File: src/rtl/vec_alu_pkg.sv
`default_nettype none
// ---------------------------------------------------------------------------
// vec_alu_pkg : shared ALU opcode, flag index and sequencer state types
// Revision    : 1.0
// ---------------------------------------------------------------------------
package vec_alu_pkg;

  typedef enum logic [1:0] {
    ALU_ADD = 2'b00,
    ALU_SUB = 2'b01,
    ALU_MUL = 2'b10,
    ALU_DIV = 2'b11
  } alu_op_e;

  localparam int FLAG_Z = 1;
  localparam int FLAG_N = 0;

  typedef enum logic [1:0] {
    IDLE  = 2'd0,
    ISSUE = 2'd1,
    DONE  = 2'd2
  } seq_state_e;

endpackage
`default_nettype wire

File: src/rtl/vector_alu_sequencer.sv
`default_nettype none
// ---------------------------------------------------------------------------
// vector_alu_sequencer : lane-serial issuer feeding an external scalar ALU
// Revision             : 1.0
// ---------------------------------------------------------------------------
module vector_alu_sequencer
  import vec_alu_pkg::*;
#(
  parameter int WIDTH = 32,
  parameter int LANES = 8
) (
  input  logic                     clk,
  input  logic                     rst,
  input  logic                     i_start_valid,
  output logic                     o_start_ready,
  input  logic [1:0]               i_op,
  input  logic [WIDTH*LANES-1:0]   i_vec_a,
  input  logic [WIDTH*LANES-1:0]   i_vec_b,
  output logic [WIDTH-1:0]         o_alu_in0,
  output logic [WIDTH-1:0]         o_alu_in1,
  output logic [1:0]               o_alu_op,
  input  logic [WIDTH-1:0]         i_alu_out,
  input  logic [1:0]               i_alu_flags,
  output logic                     o_done_valid,
  input  logic                     i_done_ready,
  output logic [WIDTH*LANES-1:0]   o_vec_res,
  output logic                     o_zero_all,
  output logic                     o_neg_any,
  output logic                     o_div_zero
);

  localparam int              CW     = $clog2(LANES);
  localparam logic [CW-1:0]   c_LAST = CW'(LANES - 1);

  seq_state_e                 r_state;
  alu_op_e                    r_op;
  logic [WIDTH*LANES-1:0]     r_a;
  logic [WIDTH*LANES-1:0]     r_b;
  logic [WIDTH*LANES-1:0]     r_res;
  logic [CW-1:0]              r_lane;
  logic                       r_zero_all;
  logic                       r_neg_any;
  logic                       r_div_zero;
  logic                       r_start_ready;
  logic                       r_done_valid;

  logic [WIDTH-1:0]           w_a_lane;
  logic [WIDTH-1:0]           w_b_lane;
  logic                       w_issue;
  logic                       w_dz;

  assign w_a_lane = r_a[int'(r_lane)*WIDTH +: WIDTH];
  assign w_b_lane = r_b[int'(r_lane)*WIDTH +: WIDTH];
  assign w_issue  = (r_state == ISSUE);
  assign w_dz     = (r_op == ALU_DIV) && (w_b_lane == '0);

  // A zero divisor is replaced by 1 so the ALU never sees a divide by zero.
  assign o_alu_in0 = w_issue ? w_a_lane : '0;
  assign o_alu_in1 = w_issue ? (w_dz ? WIDTH'(1) : w_b_lane) : '0;
  assign o_alu_op  = w_issue ? 2'(r_op) : 2'b00;

  assign o_start_ready = r_start_ready;
  assign o_done_valid  = r_done_valid;
  assign o_vec_res     = r_res;
  assign o_zero_all    = r_zero_all;
  assign o_neg_any     = r_neg_any;
  assign o_div_zero    = r_div_zero;

  always_ff @(posedge clk or posedge rst) begin
    if (rst) begin
      r_state       <= IDLE;
      r_op          <= ALU_ADD;
      r_a           <= '0;
      r_b           <= '0;
      r_res         <= '0;
      r_lane        <= '0;
      r_zero_all    <= 1'b0;
      r_neg_any     <= 1'b0;
      r_div_zero    <= 1'b0;
      r_start_ready <= 1'b1;
      r_done_valid  <= 1'b0;
    end else begin
      case (r_state)
        IDLE: begin
          if (i_start_valid) begin
            r_op          <= alu_op_e'(i_op);
            r_a           <= i_vec_a;
            r_b           <= i_vec_b;
            r_res         <= '0;
            r_zero_all    <= 1'b1;
            r_neg_any     <= 1'b0;
            r_div_zero    <= 1'b0;
            r_lane        <= '0;
            r_start_ready <= 1'b0;
            r_state       <= ISSUE;
          end
        end
        ISSUE: begin
          // Divide-by-zero lanes read as 0 with Z=1, N=0 regardless of the ALU.
          r_res[int'(r_lane)*WIDTH +: WIDTH] <= w_dz ? '0 : i_alu_out;
          r_zero_all <= r_zero_all & (w_dz | i_alu_flags[FLAG_Z]);
          r_neg_any  <= r_neg_any | (~w_dz & i_alu_flags[FLAG_N]);
          if (w_dz) begin
            r_div_zero <= 1'b1;
          end
          if (r_lane == c_LAST) begin
            r_done_valid <= 1'b1;
            r_state      <= DONE;
          end else begin
            r_lane <= r_lane + CW'(1);
          end
        end
        DONE: begin
          if (i_done_ready) begin
            r_done_valid  <= 1'b0;
            r_start_ready <= 1'b1;
            r_state       <= IDLE;
          end
        end
        default: begin
          r_state <= IDLE;
        end
      endcase
    end
  end

endmodule
`default_nettype wire
File: config.mk
export PLATFORM = sky130hd
export DESIGN_NAME = vector_alu_sequencer
export DESIGN_NICKNAME = d
export VERILOG_FILES = /design/src/rtl/vec_alu_pkg.sv /design/src/rtl/vector_alu_sequencer.sv
export SDC_FILE = /design/constraint.sdc
export NUM_CORES = 2
export LEC_CHECK = 0
export CORE_AREA = 2 2 347 349
export CTS_BUF_LIST = sky130_fd_sc_hd__clkbuf_4
export DETAILED_ROUTE_END_ITERATION = 16
export DIE_AREA = 0 0 349 351
export PLACE_DENSITY = 0.61
export SYNTH_ARGS = -nofsm -noshare
export SYNTH_HDL_FRONTEND = slang
export SYNTH_SLANG_ARGS = --single-unit
File: constraint.sdc
create_clock -name clk -period 62.9 [get_ports clk]
set_clock_uncertainty 0.2 [all_clocks]
set_input_delay 6.29 -clock clk [delete_from_list [all_inputs] [get_ports clk]]
set_output_delay 6.29 -clock clk [all_outputs]
set_load 0.02 [all_outputs]
Yosys cells after proc, flatten, opt, wreduce, memory -nomap -nowiden
Index checks and enable logic that the tools add are counted.
Widths: inputs -> output; s select.
- bits in registers: 780
- input bits: 552
- logic and storage cells: 70
- shifts and indexed selects: 4
- mux-type cells: 26
- equal/unequal tests: 9
- $add $sub $neg: 2
- reductions and logical operators: 13
- bitwise gates (word level): 5
- operators by type and width (operator ; number):
    $pmux 256 s2 ; 1
    $shiftx 256x9->32 ; 2
    $bwmux 256 ; 1
    $mux 256 ; 1
    $shift 32x33->256 const A ; 1
    $shiftx 32x33->256 ; 1
    $mux 32 ; 4
    $neg 8->33 ; 1
    $logic_not 32->1 ; 1
    $reduce_and 3->1 ; 5
    $pmux 1 s2 ; 5
    $mux 2 ; 4
    $mux 1 ; 6
    $mux 3 ; 2
    $ne 2x2->1 const B ; 3
    $pmux 2 s3 ; 1
    $pmux 3 s2 ; 1
    $reduce_bool 2->1 ; 3
    $eq 2x2->1 const B ; 2
    $ne 2x1->1 const B ; 2
    $reduce_and 2->1 ; 2
    $add 3x1->3 const B ; 1
    $eq 3x3->1 const B ; 1
    $and 1x1->1 ; 2
    other kinds (5) ; 6

Longest topological paths before layout
- depth in word-level cells: 7
- gate-level depth with buffers: 13

Least setup slack after synthesis
No wires, ideal clock.
- kind: register to output
- from: register r_lane[1]
- to: output o_alu_in1[0]
- slack: 53.463 ns
- cell stages (with the launch flop): 9
- buffers on the path: 2
- arrival time: 2.947 ns
- data required time: 56.410 ns
- cells stage by stage: dfrtp_1 -> buf_2 -> buf_1 -> mux4_2 -> mux2i_1 -> nand4_1 -> or4_1 -> or3_1 -> a21oi_1
- cells in the longest elaborated chain, start to end: 5
- RTL lines (what ; line ; source):
    from (decl) ; vector_alu_sequencer.sv:40 ; logic [CW-1:0] r_lane;
    from (signal assigned) ; vector_alu_sequencer.sv:110 ; r_lane <= r_lane + CW'(1);
    $shiftx 256x9->32 (*) ; vector_alu_sequencer.sv:53 ; assign w_b_lane = r_b[int'(r_lane)*WIDTH +: WIDTH];
    $logic_not 32->1 ; vector_alu_sequencer.sv:55 ; assign w_dz = (r_op == ALU_DIV) && (w_b_lane == '0);
    $logic_and 1x1->1 ; vector_alu_sequencer.sv:55 ;
    $mux 32 (*) (2 in a row) ; vector_alu_sequencer.sv:59 ; assign o_alu_in1 = w_issue ? (w_dz ? WIDTH'(1) : w_b_lane) : '0;
    to (decl) ; vector_alu_sequencer.sv:20 ; output logic [WIDTH-1:0] o_alu_in1,
Mark *: on every way between the ends. The rest lies on a longest branch, timed or not.

Worst setup path after layout
- from: register r_lane[2]
- to: output o_alu_in1[19]
The elaborated chain is that of the path after synthesis.

==> run metrics <==
worst path required time around 56,000 ps; first-pass GRT wire length 204.2 mm; number of routed nets with antenna violations 0; P_int approximately 1.4 mW; largest net degree at the start of global routing a little under 200; total clock sinks between 700 and 800; top-level I/O count 879; cells after synthesis 3,796; RSZ-0062 raised after global routing false; Die Span Y between 300 and 400 um; hold_sp r_b[215]; CP top delay family buffers and inverters; worst-path fanout max between 40 and 50; clk_lat worst skew 1100 ps; Die ar. between 0.1 and 0.15 mm2; Layout Nets 5,182; Final Setup Violations 0; synth warn 0; Sw Share 0.4366; pwr/cell area 53.08 mW/mm2; CORE AREA 0.1190 mm2; CP dominant cell by count buf_4; gpl congestion 0.9413; Starting DRT DRC Count just under 3,000; WS Path Type flop to primary output; Comb power frac 0.475; Critical-path top delay cell buf_4; P_leak approximately 22 nW; Setup TNS Final 0 ps; Reg clk slew, reported paths 70 ps; ys flop type dfrtp_1; Tmin final 12,990 ps; post-CTS setup buffers 0; Mapped Avg Cell Area 9.103 um2; worst rel slew slack 0.1958; initial antenna violation count 37; Yosys reg bits 780; CTS tree done; Yosys top cell by area dfrtp_1; clock network fraction of total power 0.179; Arr. time, crit path 6500 ps; startpoint types flop; reg2reg start r_lane[2]; Setup crit start r_lane[2]; Hold Buf Count CTS 0; Mapped Area 0.03455 mm2; area grow syn2layout 36.44%; post-synthesis sequential area ratio 0.5649; overall routing resource usage 0.2254; Crit. End Element primary output; Inserted Clock Buffers 209; Initial Utilization 0.2903; number of flops mapped to enable cells by yosys 0; Worst VDD drop 0.00004398 V; vias after detailed routing 30,850; r2r setup slk ~56,000 ps; post-synthesis cell type count 44; crit-path max cell delay approximately 720 ps; placed cell area 0.04452 mm2; design area 0.04715 mm2; layout cells sized above 1 0.1112; fin util 0.3961; worst hold path class flop to flop; drt pass-1 iters 5; buffer depth of the longest clock path 3; DR WL/cell 22.13 um; Reg power frac 0.346; post-CTS resize count 0; Die X 349 um; MaxCap Viol Count 0; # rows 127; synthesized net count 4,352; vias in the first global route 30,880; critical-path cell list buf_4 -> buf_4 -> mux4_2 -> mux2i_1 -> nand4_1 -> or4_1 -> nor3_4 -> buf_4 -> nor3_1 -> clkdlybuf4s50_1; ys async rst share 1.000; fmax 76.98 MHz; total wire length 140.1 mm; H-tree Lvls 4; dpl hpwl 101.1 mm; status finished, final reports clean; Net Sw Power 1.092 mW; total congestion overflow 0; top cell type's share of synthesized area 0.5641; Final period util 0.2065; ranking of synthesized cells by area dfrtp_1 (56%), nand2_1 (21%), mux4_2 (8.2%), nand3_1 (3.3%), clkbuf_1 (2.6%); Slew @ Worst Pin around 1200 ps; WP buf/inv 4; DRC 0; Vias/cell around 5; Final Hold Fails 0; Final Slew Violations 0; clk root buf clkbuf_4; input/output buffers 878
-- layout make-up --
cell class,count,area [um2]
diodes,25,62.56
clock buffers,298,2237
well taps,1548,1937
fillers,11890,71870
flip-flops and latches,780,19530
inverters,6,30.03
repair buffers,924,9159
multi-input cells,2705,13870
clock inverters,45,322.8
-- worst min-delay path: stages (launching register included) --
cell and delay (ps):
dfrtp_1 330, nand2_1 50, nand2_1 60
-- stage by stage --
| stage | std cells | hold slack [ps] | worst slack, ps | power, mW |
|---|---|---|---|---|
| 6_report | 6331 | 269.3 | 49910 | 2.502 |
| 5_1_grt | 6329 | 285.2 | 49510 | 2.658 |
| 4_1_cts | 6306 | 272.0 | 49690 | 2.523 |
| 3_5_place_dp | 5963 | 257.0 | 50960 | 2.064 |
| 3_3_place_gp | 5963 | 252.5 | 51080 | 2.046 |
| 2_1_floorplan | 3796 | 240.1 | 34510 | 1.511 |
-- worst paths after layout --
kind	endpoint	cells after the start
worst min-delay path	r_b[215]	2
worst max-delay path	o_alu_in1[19]	10
worst max register to register	o_vec_res[240]	10
worst min register to register	r_b[215]	2
max in group asynchronous	r_a[62]	6
min in group asynchronous	r_b[34]	2
-- logic make-up (layout without fill, tap and decap cells) --
| family | count (synthesis) | in the layout | synth area share |
|---|---|---|---|
| compound gates | 310 | 310 | 0.04689 |
| other cells | 0 | 25 | 0 |
| flops | 780 | 780 | 0.5649 |
| fa+ha+maj | 4 | 4 | 0.001448 |
| buf+inv | 311 | 1273 | 0.03831 |
| mux | 162 | 162 | 0.09266 |
| simple gates | 2229 | 2229 | 0.2558 |
-- registers in the layout, indices dropped and copies added, names as in the netlist --
| name | cells |
|---|---|
| r_op | 2 |
| r_lane | 3 |
| o_neg_any | 1 |
| r_b | 256 |
| o_start_ready | 1 |
| o_div_zero | 1 |
| r_state | 2 |
| r_a | 256 |
| o_zero_all | 1 |
| o_vec_res | 256 |
| o_done_valid | 1 |
-- cells in the final DEF, fill, tap and decap left out, drive strengths merged, types with 2 or more instances in the layout --
cell / instances
nor2: 18
clkinv: 35
mux2i: 33
inv: 10
nand2: 1903
mux2: 3
ha: 4
clkdlybuf4s50: 878
diode: 25
buf: 46
nor3: 27
a22o: 2
nand4: 5
clkbuf: 298
dfrtp: 779
o21ai: 259
and3: 2
mux4: 126
and2: 3
a21oi: 43
nor4: 2
nand3: 226
bufinv: 3
nand2b: 2
clkinvlp: 3
nor2b: 36
-- power groups by stage --
stage,registers [mW],logic (mW),clock network (mW)
detailed placement,0.870,1.19,0
CTS,0.863,1.20,0.463
global route,0.889,1.28,0.489
floorplan,0.886,0.625,0
finish,0.866,1.19,0.448
global placement,0.865,1.18,0
-- Yosys cell counts (4+ instances only) --
library cell,number
buf_6,12
nor2b_1,36
ha_1,4
mux4_2,126
clkbuf_2,15
mux2i_1,33
o21ai_2,10
nor2_1,18
dfrtp_1,779
nand2_1,1903
buf_1,13
o21ai_0,159
a21oi_1,43
o21ai_1,90
nand3_1,226
buf_2,20
nor3_1,26
clkbuf_1,241
nand4_1,5
-- routing by layer --
| metal | up-vias | track usage | wire [um] |
|---|---|---|---|
| li1 | 14040 | - | - |
| met1 | 15180 | 0.2956 | 58310 |
| met2 | 1356 | 0.3530 | 65980 |
| met3 | 245 | 0.05801 | 11000 |
| met4 | 22 | 0.09659 | 4703 |
| met5 | - | 0 | 139 |
Power figures use the tool's default switching activity.
